## src/rtl/alu_pkg.sv

```systemverilog
// Shared ALU encodings: ALUControl codes, ALUOp classes and the mul/div sequencer states.
package alu_pkg;

    localparam logic [3:0] ALU_ADD  = 4'b0000;
    localparam logic [3:0] ALU_SUB  = 4'b0001;
    localparam logic [3:0] ALU_AND  = 4'b0010;
    localparam logic [3:0] ALU_OR   = 4'b0011;
    localparam logic [3:0] ALU_XOR  = 4'b0100;
    localparam logic [3:0] ALU_SLT  = 4'b0101;
    localparam logic [3:0] ALU_SLTU = 4'b0110;
    localparam logic [3:0] ALU_MUL  = 4'b1000;
    localparam logic [3:0] ALU_DIVU = 4'b1001;
    localparam logic [3:0] ALU_SLL  = 4'b1010;
    localparam logic [3:0] ALU_SRA  = 4'b1011;
    localparam logic [3:0] ALU_SRL  = 4'b1100;

    localparam logic [1:0] ALUOP_ADD   = 2'b00;
    localparam logic [1:0] ALUOP_SUB   = 2'b01;
    localparam logic [1:0] ALUOP_FUNCT = 2'b10;
    localparam logic [1:0] ALUOP_EXT   = 2'b11;

    localparam logic [1:0] S_IDLE = 2'd0;
    localparam logic [1:0] S_MUL  = 2'd1;
    localparam logic [1:0] S_DIV  = 2'd2;
    localparam logic [1:0] S_DONE = 2'd3;

endpackage

```

## src/rtl/muldiv_step.sv

```systemverilog
// One iteration of shift-add multiply (mode=0) or restoring divide (mode=1).
module muldiv_step #(
    parameter int XLEN = 32
) (
    input  logic            div_mode_i,
    input  logic [XLEN-1:0] acc_i,
    input  logic [XLEN-1:0] opa_i,
    input  logic [XLEN-1:0] opb_i,
    output logic [XLEN-1:0] acc_o,
    output logic [XLEN-1:0] opa_o,
    output logic [XLEN-1:0] opb_o
);

    logic [XLEN:0]   rem_sh;
    logic [XLEN-1:0] quo_sh;
    logic            fits;

    // Remainder after shift needs XLEN+1 bits; the difference always fits in XLEN.
    assign rem_sh = {acc_i, opa_i[XLEN-1]};
    assign quo_sh = {opa_i[XLEN-2:0], 1'b0};
    assign fits   = (rem_sh >= {1'b0, opb_i});

    always_comb begin
        if (div_mode_i) begin
            acc_o = fits ? (rem_sh[XLEN-1:0] - opb_i) : rem_sh[XLEN-1:0];
            opa_o = {quo_sh[XLEN-1:1], fits};
            opb_o = opb_i;
        end else begin
            acc_o = opb_i[0] ? (acc_i + opa_i) : acc_i;
            opa_o = quo_sh;
            opb_o = {1'b0, opb_i[XLEN-1:1]};
        end
    end

endmodule

```

## src/rtl/alu_muldiv_sequencer.sv

```systemverilog
// Multi-cycle MUL / DIVU sequencer with request and result valid/ready handshakes.
module alu_muldiv_sequencer
    import alu_pkg::*;
#(
    parameter int XLEN = 32
) (
    input  logic            clk,
    input  logic            reset,
    input  logic            start_valid,
    output logic            start_ready,
    input  logic [3:0]      alu_ctrl,
    input  logic [XLEN-1:0] src_a,
    input  logic [XLEN-1:0] src_b,
    input  logic            flush,
    output logic            res_valid,
    input  logic            res_ready,
    output logic [XLEN-1:0] result,
    output logic            illegal,
    output logic            stall
);

    localparam int CNT_W = $clog2(XLEN) + 1;

    logic [1:0]      state_q, state_d;
    logic [CNT_W-1:0] cnt_q, cnt_d;
    logic [XLEN-1:0] acc_q, acc_d, opa_q, opa_d, opb_q, opb_d;
    logic [XLEN-1:0] result_q, result_d;
    logic            illegal_q, illegal_d;
    logic [XLEN-1:0] acc_n, opa_n, opb_n;

    muldiv_step #(.XLEN(XLEN)) u_step (
        .div_mode_i (state_q == S_DIV),
        .acc_i      (acc_q),
        .opa_i      (opa_q),
        .opb_i      (opb_q),
        .acc_o      (acc_n),
        .opa_o      (opa_n),
        .opb_o      (opb_n)
    );

    assign start_ready = (state_q == S_IDLE);
    assign res_valid   = (state_q == S_DONE);
    assign stall       = (state_q != S_IDLE);
    assign result      = result_q;
    assign illegal     = illegal_q;

    always_comb begin
        state_d   = state_q;
        cnt_d     = cnt_q;
        acc_d     = acc_q;
        opa_d     = opa_q;
        opb_d     = opb_q;
        result_d  = result_q;
        illegal_d = illegal_q;
        case (state_q)
            S_IDLE: begin
                if (start_valid) begin
                    cnt_d = '0;
                    acc_d = '0;
                    opa_d = src_a;
                    opb_d = src_b;
                    case (alu_ctrl)
                        ALU_MUL:  state_d = S_MUL;
                        ALU_DIVU: begin
                            if (src_b != '0) begin
                                state_d = S_DIV;
                            end else begin
                                state_d   = S_DONE;
                                result_d  = '1;
                                illegal_d = 1'b0;
                            end
                        end
                        default: begin
                            state_d   = S_DONE;
                            result_d  = '0;
                            illegal_d = 1'b1;
                        end
                    endcase
                end
            end
            S_MUL, S_DIV: begin
                acc_d = acc_n;
                opa_d = opa_n;
                opb_d = opb_n;
                cnt_d = cnt_q + CNT_W'(1);
                if (cnt_q == CNT_W'(XLEN - 1)) begin
                    state_d   = S_DONE;
                    result_d  = (state_q == S_MUL) ? acc_n : opa_n;
                    illegal_d = 1'b0;
                end
            end
            default: begin
                if (res_ready) state_d = S_IDLE;
            end
        endcase
        // Flush beats everything, including a same-cycle request.
        if (flush) begin
            state_d   = S_IDLE;
            result_d  = '0;
            illegal_d = 1'b0;
        end
    end

    always_ff @(posedge clk or posedge reset) begin
        if (reset) begin
            state_q   <= S_IDLE;
            cnt_q     <= '0;
            acc_q     <= '0;
            opa_q     <= '0;
            opb_q     <= '0;
            result_q  <= '0;
            illegal_q <= 1'b0;
        end else begin
            state_q   <= state_d;
            cnt_q     <= cnt_d;
            acc_q     <= acc_d;
            opa_q     <= opa_d;
            opb_q     <= opb_d;
            result_q  <= result_d;
            illegal_q <= illegal_d;
        end
    end

endmodule

```

## config.mk

```make
export PLATFORM = sky130hd
export DESIGN_NAME = alu_muldiv_sequencer
export DESIGN_NICKNAME = d
export VERILOG_FILES = /design/src/rtl/alu_pkg.sv /design/src/rtl/muldiv_step.sv /design/src/rtl/alu_muldiv_sequencer.sv
export SDC_FILE = /design/constraint.sdc
export NUM_CORES = 1
export LEC_CHECK = 0
export ABC_AREA = 1
export ABC_CLOCK_PERIOD_IN_PS = 6800
export BUFFER_PORTS_ARGS = -buffer_cell sky130_fd_sc_hd__buf_2
export CELL_PAD_IN_SITES_DETAIL_PLACEMENT = 0
export CELL_PAD_IN_SITES_GLOBAL_PLACEMENT = 1
export CORE_MARGIN = 2
export CORE_UTILIZATION = 40
export DETAILED_ROUTE_END_ITERATION = 12
export PLACE_DENSITY = 0.77
export SETUP_SLACK_MARGIN = 0.3
export SLEW_MARGIN = 0
export SYNTH_ARGS = -nofsm -noshare
export SYNTH_HDL_FRONTEND = slang
export SYNTH_HIERARCHICAL = 1
export SYNTH_SLANG_ARGS = --single-unit
```

## constraint.sdc

```tcl
create_clock -name clk -period 6.8 [get_ports clk]
set_input_delay 1.36 -clock clk [delete_from_list [all_inputs] [get_ports clk]]
set_output_delay 1.36 -clock clk [all_outputs]
set_load 0.02 [all_outputs]
```

==> impl_metrics.toml, run 1 <==
[route]
vias_per_cell = 5.14
wirelength_um = 44900
route.vias.total = 13500
detail_route.iter0.violations = 1195
route.detailed.drc = 0
drt_first_pass_iters = 6
routed_wire_length_per_instance_um = 17.1
route.antenna.remaining_nets = 0

[logic_synthesis]
ys_async_sr_fraction = 1.00
yosys_most_used_dff = "sky130_fd_sc_hd__dfrtp_1"
synthCells = 2150
syn_area_mm2 = 0.0131
synth_commonest_cells = "635 x sky130_fd_sc_hd__nand2_1, 315 x sky130_fd_sc_hd__inv_1, 261 x sky130_fd_sc_hd__nor2_1"
synth_top_area_frac = 0.262
synthTopCellsByArea = "sky130_fd_sc_hd__dfrtp_1 26%, sky130_fd_sc_hd__nand2_1 18%, sky130_fd_sc_hd__inv_1 9.0%"
ys.warnings.count = 6
synth_edf_count = 0
synth.largest_area_cell = "sky130_fd_sc_hd__dfrtp_1"
synthDistinctLibCells = 40
seq_area_frac_synth = 0.262
yosys_register_bits = 137
postSynthNetCount = 2293
avgSynthCellArea_um2 = 6.08
yosysMostFrequentCell = "sky130_fd_sc_hd__nand2_1"

[setup_path]
critical_path.max_fanout = 33
setup.worst_path.end_class = "flip-flop"
criticalPathCategory = "flip-flop to flip-flop"
cp.required_ns = 7.14
critPathLaunchType = "flip-flop"
cp_data_arrival_time_ns = 4.49

[timing]
worst-slew-pin-transition_ns = 1.20
whs_ns = 0.468
slew_viol_final = 0
timing.final.hold_violations = 0
final_worst_slack_ns = 2.65
post-route-min-period_ns = 4.15
fin_skew_ns = 0.0141
setup_tns_final_ns = 0
finalSetupViolCount = 0
max_clock_freq_mhz = 241
period_share = 0.610
rsz_0062_raised_after_global_routing = "false"
slew_headroom = 0.199

[clock_tree]
clock_sink_count = 137
cts.htree.levels = 4
cts_hold_repair.buffers = 0
clk_transition_reported_paths_ns = 0.07
postCtsSetupBuffers = 0
insertion_delay_ns = 0.46
clock_tree_from_tritoncts = "yes"
cts_root_buf = "sky130_fd_sc_hd__clkbuf_16"
number_of_cts_inserted_buffers = 17
cells_resized_by_post_cts_repair = 0
cts-root-to-sink-buffers = 2

[die]
dieArea_mm2 = 0.0341
floorplan.rows = 66
chipHeight_um = 185
top_level_ports = 109
die_x_um = 185
core_area_mm2 = 0.0324
effective_utilization_at_floorplan = 0.404

[global_routing]
first_global_vias = 12700
grt_usage = 0.269
grt_first_pass_wirelength_um = 70300
grt_overflow_total = 0
pin_count_of_the_biggest_net_entering_global_routing = 82
antenna_found_initial = 0

[placement]
gp_routability_congestion = 0.975
dp.cells = 2595
dp_slack_ns = 2.65
numPortBuffers = 108
post-dp-hpwl_um = 34300

[finish]
filler_cell_count = 3669
insertedDiodeCount = 0
synthToLayoutAreaGrowth_pct = 8.45
drive_above_1_share = 0.0924
nets = 2315
cell_count_final_fillers_out = 2627

[run]
max-cap-violations = 0

[power]
power-per-cell-area_mw_per_mm2 = 560
pleak_nw = 7.74
worst_ir_drop_on_vdd_mv = 0.832
total_power_mw = 7.94

[worst_hold_path]
worst_hold_path_type = "flip-flop to flip-flop"

[status]
run_status = "complete, no violations"
-- flip-flops by register name, indices dropped and copies added (netlist names) --
signal,count
state_q,2
illegal,1
opb_q,32
cnt_q,6
opa_q,32
result,32
acc_q,32
-- final timing paths --
check | from | to | slack [ns] | depth (start not counted)
max | opb_q[0]$_DFFE_PP0P_ | result[28]$_DFFE_PP0P_ | 2.65 | 18
max reg2reg | opb_q[0]$_DFFE_PP0P_ | result[28]$_DFFE_PP0P_ | 2.65 | 18
min in group asynchronous | reset | opb_q[30]$_DFFE_PP0P_ | 1.01 | 2
min | result[17]$_DFFE_PP0P_ | result[17]$_DFFE_PP0P_ | 0.47 | 2
min reg2reg | result[17]$_DFFE_PP0P_ | result[17]$_DFFE_PP0P_ | 0.47 | 2
max in group asynchronous | reset | result[17]$_DFFE_PP0P_ | 4.34 | 3
-- report_power, final --
part	internal [mW]	total, mW	switching (mW)
Clock	0.521	0.952	0.430
Combinational	1.72	5.43	3.71
Sequential	1.16	1.56	0.397
Total	3.40	7.94	4.54
-- critical path, cell delays in order, from the launching register on --
cell,delay [ns]
sky130_fd_sc_hd__dfrtp_1,1.02
sky130_fd_sc_hd__ha_1,0.29
sky130_fd_sc_hd__inv_1,0.08
sky130_fd_sc_hd__nand3_1,0.14
sky130_fd_sc_hd__nand3b_4,0.11
sky130_fd_sc_hd__nand2_2,0.08
sky130_fd_sc_hd__nand2_2,0.06
sky130_fd_sc_hd__nand2_2,0.58
sky130_fd_sc_hd__nand2_2,0.58
sky130_fd_sc_hd__nand2_1,0.32
sky130_fd_sc_hd__nand2_1,0.08
sky130_fd_sc_hd__nand2_1,0.06
sky130_fd_sc_hd__nand2_1,0.06
sky130_fd_sc_hd__inv_1,0.06
sky130_fd_sc_hd__o21ai_0,0.07
sky130_fd_sc_hd__a21oi_1,0.16
sky130_fd_sc_hd__nor2_1,0.05
sky130_fd_sc_hd__nand4_1,0.13
sky130_fd_sc_hd__nand2_1,0.05
-- cell usage in the layout (no fill, tap or decap), types with 2 or more instances in the layout --
cell type,count
sky130_fd_sc_hd__o21a_1,3
sky130_fd_sc_hd__nor2_1,261
sky130_fd_sc_hd__xor2_1,13
sky130_fd_sc_hd__clkinvlp_4,4
sky130_fd_sc_hd__a21oi_1,113
sky130_fd_sc_hd__or2_2,2
sky130_fd_sc_hd__clkinv_4,3
sky130_fd_sc_hd__nor3_1,79
sky130_fd_sc_hd__fa_1,2
sky130_fd_sc_hd__nand3b_1,11
sky130_fd_sc_hd__nand4_1,39
sky130_fd_sc_hd__a21o_1,2
sky130_fd_sc_hd__buf_2,108
sky130_fd_sc_hd__ha_1,66
sky130_fd_sc_hd__inv_1,314
sky130_fd_sc_hd__dfrtp_1,137
sky130_fd_sc_hd__nand2_2,7
sky130_fd_sc_hd__and2_1,8
sky130_fd_sc_hd__nand2_1,635
sky130_fd_sc_hd__o21bai_1,7
sky130_fd_sc_hd__clkbuf_16,17
sky130_fd_sc_hd__inv_2,7
sky130_fd_sc_hd__a211oi_1,22
sky130_fd_sc_hd__inv_6,4
sky130_fd_sc_hd__nor2_2,9
sky130_fd_sc_hd__buf_4,12
sky130_fd_sc_hd__nand3_2,13
sky130_fd_sc_hd__o21ai_0,133
sky130_fd_sc_hd__o22ai_1,12
sky130_fd_sc_hd__xnor2_1,15
sky130_fd_sc_hd__inv_8,2
sky130_fd_sc_hd__nand3_1,108
sky130_fd_sc_hd__nor2_4,3
-- cell families (layout without fill, tap and decap cells) --
group,Yosys count,in the layout,share of synthesized area
muxes,1,1,0.000766
buffers and inverters,439,474,0.144
AOI/OAI and AO/OA,295,295,0.122
DFF,137,137,0.262
and+or+nand+nor,1180,1180,0.384
xor gates and xnor gates,28,28,0.0188
adders and majority gates,70,70,0.0682
-- through the flow --
stage	utilization	cell area, µm²
4_1_cts	0.438	14200
3_3_place_gp	0.420	13600
6_report	0.438	14200
3_5_place_dp	0.420	13600
5_1_grt	0.438	14200
2_1_floorplan	-	13100
-- layout make-up --
type	instances	area (µm²)	share of cell area
multi-input combinational	1574	7770	0.548
sequential	137	3430	0.242
inverter	322	1210	0.0856
timing repair buffer	120	631	0.0445
tap	442	553	0.0390
clock buffer	18	439	0.0310
clock inverter	14	140	0.00989
-- metal layers --
metal / track usage / up-vias / share of wire
met5: 0 / - / 0
met4: 0.0895 / 0 / 0.029
met3: 0.0439 / 66 / 0.049
met2: 0.440 / 344 / 0.46
met1: 0.361 / 6261 / 0.46
li1: - / 6840 / -
No activity file was read; power rests on OpenSTA's default activity.
==> run 2: changes to the inputs <==
--- a/config.mk
+++ b/config.mk
@@ -6,14 +6,14 @@
 export NUM_CORES = 1
 export LEC_CHECK = 0
 export ABC_AREA = 1
-export ABC_CLOCK_PERIOD_IN_PS = 6800
+export ABC_CLOCK_PERIOD_IN_PS = 3700
 export BUFFER_PORTS_ARGS = -buffer_cell sky130_fd_sc_hd__buf_2
 export CELL_PAD_IN_SITES_DETAIL_PLACEMENT = 0
 export CELL_PAD_IN_SITES_GLOBAL_PLACEMENT = 1
 export CORE_MARGIN = 2
-export CORE_UTILIZATION = 40
+export CORE_UTILIZATION = 39
 export DETAILED_ROUTE_END_ITERATION = 12
-export PLACE_DENSITY = 0.77
+export PLACE_DENSITY = 0.78
 export SETUP_SLACK_MARGIN = 0.3
 export SLEW_MARGIN = 0
 export SYNTH_ARGS = -nofsm -noshare
==> constraint.sdc (replaced) <==
create_clock -name clk -period 3.7 [get_ports clk]
set_input_delay 0.74 -clock clk [delete_from_list [all_inputs] [get_ports clk]]
set_output_delay 0.74 -clock clk [all_outputs]
set_load 0.02 [all_outputs]
==> impl_metrics.toml, run 2 (synthesis gave the netlist of run 1 again) <==
[placement]
post-dp-hpwl_um = 36400
gp_routability_congestion = 0.995
placement.cell_area_mm2 = 0.0137
numPortBuffers = 108

[setup_path]
critical_path.cell_chain = "ha_1 > nand2_1 > nor2_2 > nand2_1 > nor2_4 > nand3_2 > nand3_2 > nor2_2 > nand2_2 > buf_12 > nand2_1 > nand2_1 > nand2_1 > nand2_1 > inv_1 > o21ai_0"
critical_path.max_stage_delay_ns = 0.51
cp.required_ns = 3.98
cp_data_arrival_time_ns = 3.39
critical_path.slowest_cell = "sky130_fd_sc_hd__o21ai_0"
reg2reg_from = "acc_q[7]$_DFFE_PP0P_"
cp-startpoint = "acc_q[7]$_DFFE_PP0P_"
regToRegSetupSlack_ns = 0.59
cp.buffers_inverters = 2
critical_path.max_fanout = 33
setup.worst_path.end_class = "flip-flop"
criticalPathCategory = "flip-flop to flip-flop"
reg2reg_depth = 16
timing.critical_path.max_delay_family = "simple AND/OR/NAND/NOR gates"
timing.rr.end = "acc_q[27]$_DFFE_PP0P_"
critPathLaunchType = "flip-flop"
path_common_cell = "sky130_fd_sc_hd__nand2_1"

[route]
routed_wire_length_per_instance_um = 17.9
route.detailed.drc = 0
route.vias.total = 13700
wirelength_um = 47300
detail_route.iter0.violations = 1241
vias_per_cell = 5.17
route.antenna.remaining_nets = 0
drt_first_pass_iters = 6

[timing]
max_clock_freq_mhz = 321
finalSetupViolCount = 0
rsz_0062_raised_after_global_routing = "false"
slew_headroom = 0.356
timing.final.hold_violations = 0
period_share = 0.841
fin_skew_ns = 0.0141
slew_viol_final = 0
post-route-min-period_ns = 3.11
whs_ns = 0.454
worst-slew-pin-transition_ns = 0.965
setup_tns_final_ns = 0

[finish]
multi_input_area_mm2 = 0.00780
drive_above_1_share = 0.100
final_common_cell = "sky130_fd_sc_hd__nand2_1"
area_used_by_sequential_logic_in_the_layout_mm2 = 0.00343
nets = 2324
most-common-layout-cells = "630 x sky130_fd_sc_hd__nand2_1, 313 x sky130_fd_sc_hd__inv_1, 259 x sky130_fd_sc_hd__nor2_1"
synthToLayoutAreaGrowth_pct = 9.87
finalInstanceArea_mm2 = 0.0144
final_core_util = 0.431
insertedDiodeCount = 0
filler_cell_count = 3658

[die]
die_x_um = 187
core_area_mm2 = 0.0333
floorplan.rows = 67
chipHeight_um = 187
dieArea_mm2 = 0.0350
top_level_ports = 109
effective_utilization_at_floorplan = 0.393

[global_routing]
antenna_found_initial = 0
pin_count_of_the_biggest_net_entering_global_routing = 138
grt_usage = 0.271
grt_overflow_total = 0
first_global_vias = 12900
grt_first_pass_wirelength_um = 73400

[clock_tree]
insertion_delay_ns = 0.45
clk_transition_reported_paths_ns = 0.07
cts.htree.levels = 4
number_of_cts_inserted_buffers = 17
cts_root_buf = "sky130_fd_sc_hd__clkbuf_16"
clock_sink_count = 137
clock_tree_from_tritoncts = "yes"
postCtsSetupBuffers = 0
cts-root-to-sink-buffers = 2

[power]
power_report.internal_total_mw = 6.48
switching_share = 0.569
pleak_nw = 7.81
p_seq_frac = 0.188
clock_power_share = 0.122
power-per-cell-area_mw_per_mm2 = 1050
p_sw_mw = 8.53
worst_ir_drop_on_vdd_mv = 1.01
power_frac_comb = 0.690

[status]
run_status = "complete, no violations"

[run]
max-cap-violations = 0

[worst_hold_path]
worst_hold_path_type = "input pin to async pin"
-- run 2: cell count changes in the layout (fill, tap and decap cells not counted), moves of 2 or more --
| cell | previous run | this run |
|---|---|---|
| sky130_fd_sc_hd__nor2_1 | 261 | 259 |
| sky130_fd_sc_hd__inv_8 | 2 | 0 |
| sky130_fd_sc_hd__buf_12 | 0 | 4 |
| sky130_fd_sc_hd__buf_4 | 12 | 15 |
| sky130_fd_sc_hd__ha_1 | 66 | 64 |
| sky130_fd_sc_hd__bufinv_16 | 1 | 3 |
| sky130_fd_sc_hd__nand2_1 | 635 | 630 |
| sky130_fd_sc_hd__nand2_2 | 7 | 12 |
| sky130_fd_sc_hd__clkbuf_1 | 0 | 2 |
| sky130_fd_sc_hd__ha_2 | 1 | 3 |
| sky130_fd_sc_hd__buf_6 | 0 | 2 |
-- run 2: how the worst max path moves through the flow --
stage	depth (start not counted)	end	slack [ns]
after floorplan	1	acc_q[0]$_DFFE_PP0P_	1.25
after global placement	16	acc_q[27]$_DFFE_PP0P_	0.33
final	16	acc_q[27]$_DFFE_PP0P_	0.59
after CTS	16	acc_q[27]$_DFFE_PP0P_	0.33
after global routing	23	result[22]$_DFFE_PP0P_	0.30
after detailed placement	16	acc_q[27]$_DFFE_PP0P_	0.36
-- run 2: repair_timing --
| action | CTS | global route |
|---|---|---|
| endpoints found under the setup margin | 0 | 32 |
| gates resized for setup | 0 | 15 |
| hold buffers | 0 | 0 |
-- run 2: per-stage QoR --
stage               setup slack, ns  std cells  power [mW]
global route                  0.304       2641        16.4
CTS                           0.333       2641        14.9
finish                        0.587       2641        15.0
global placement              0.325       2610        13.0
floorplan                      1.25       2150        10.3
detailed placement            0.360       2610        13.1
-- run 2: area by class of cell --
type,count,share of cell area
clock buffers,19,0.0301
clock inverters,12,0.0116
well taps,448,0.0390
flip-flops and latches,137,0.239
inverters,322,0.0844
repair buffers,129,0.0526
multi-input cells,1574,0.543
-- run 2: metal layers --
metal | GRT usage | share of wire | up-vias
li1 | - | - | 6832
met1 | 0.368 | 0.45 | 6380
met2 | 0.438 | 0.46 | 391
met3 | 0.0447 | 0.058 | 52
met4 | 0.0946 | 0.031 | 0
met5 | 0 | 0 | -
-- run 2: power groups by stage --
stage	clock, mW	combinational [mW]	sequential [mW]
3_3_place_gp	0	10.2	2.84
4_1_cts	1.87	10.2	2.83
6_report	1.83	10.4	2.82
2_1_floorplan	0	7.62	2.65
5_1_grt	1.91	11.6	2.90
3_5_place_dp	0	10.2	2.86
-- run 2: tightest hold or removal path, stage by stage --
cell and delay (ns):
sky130_fd_sc_hd__buf_2 0.11, sky130_fd_sc_hd__clkinvlp_4 0.07, sky130_fd_sc_hd__buf_12 0.48
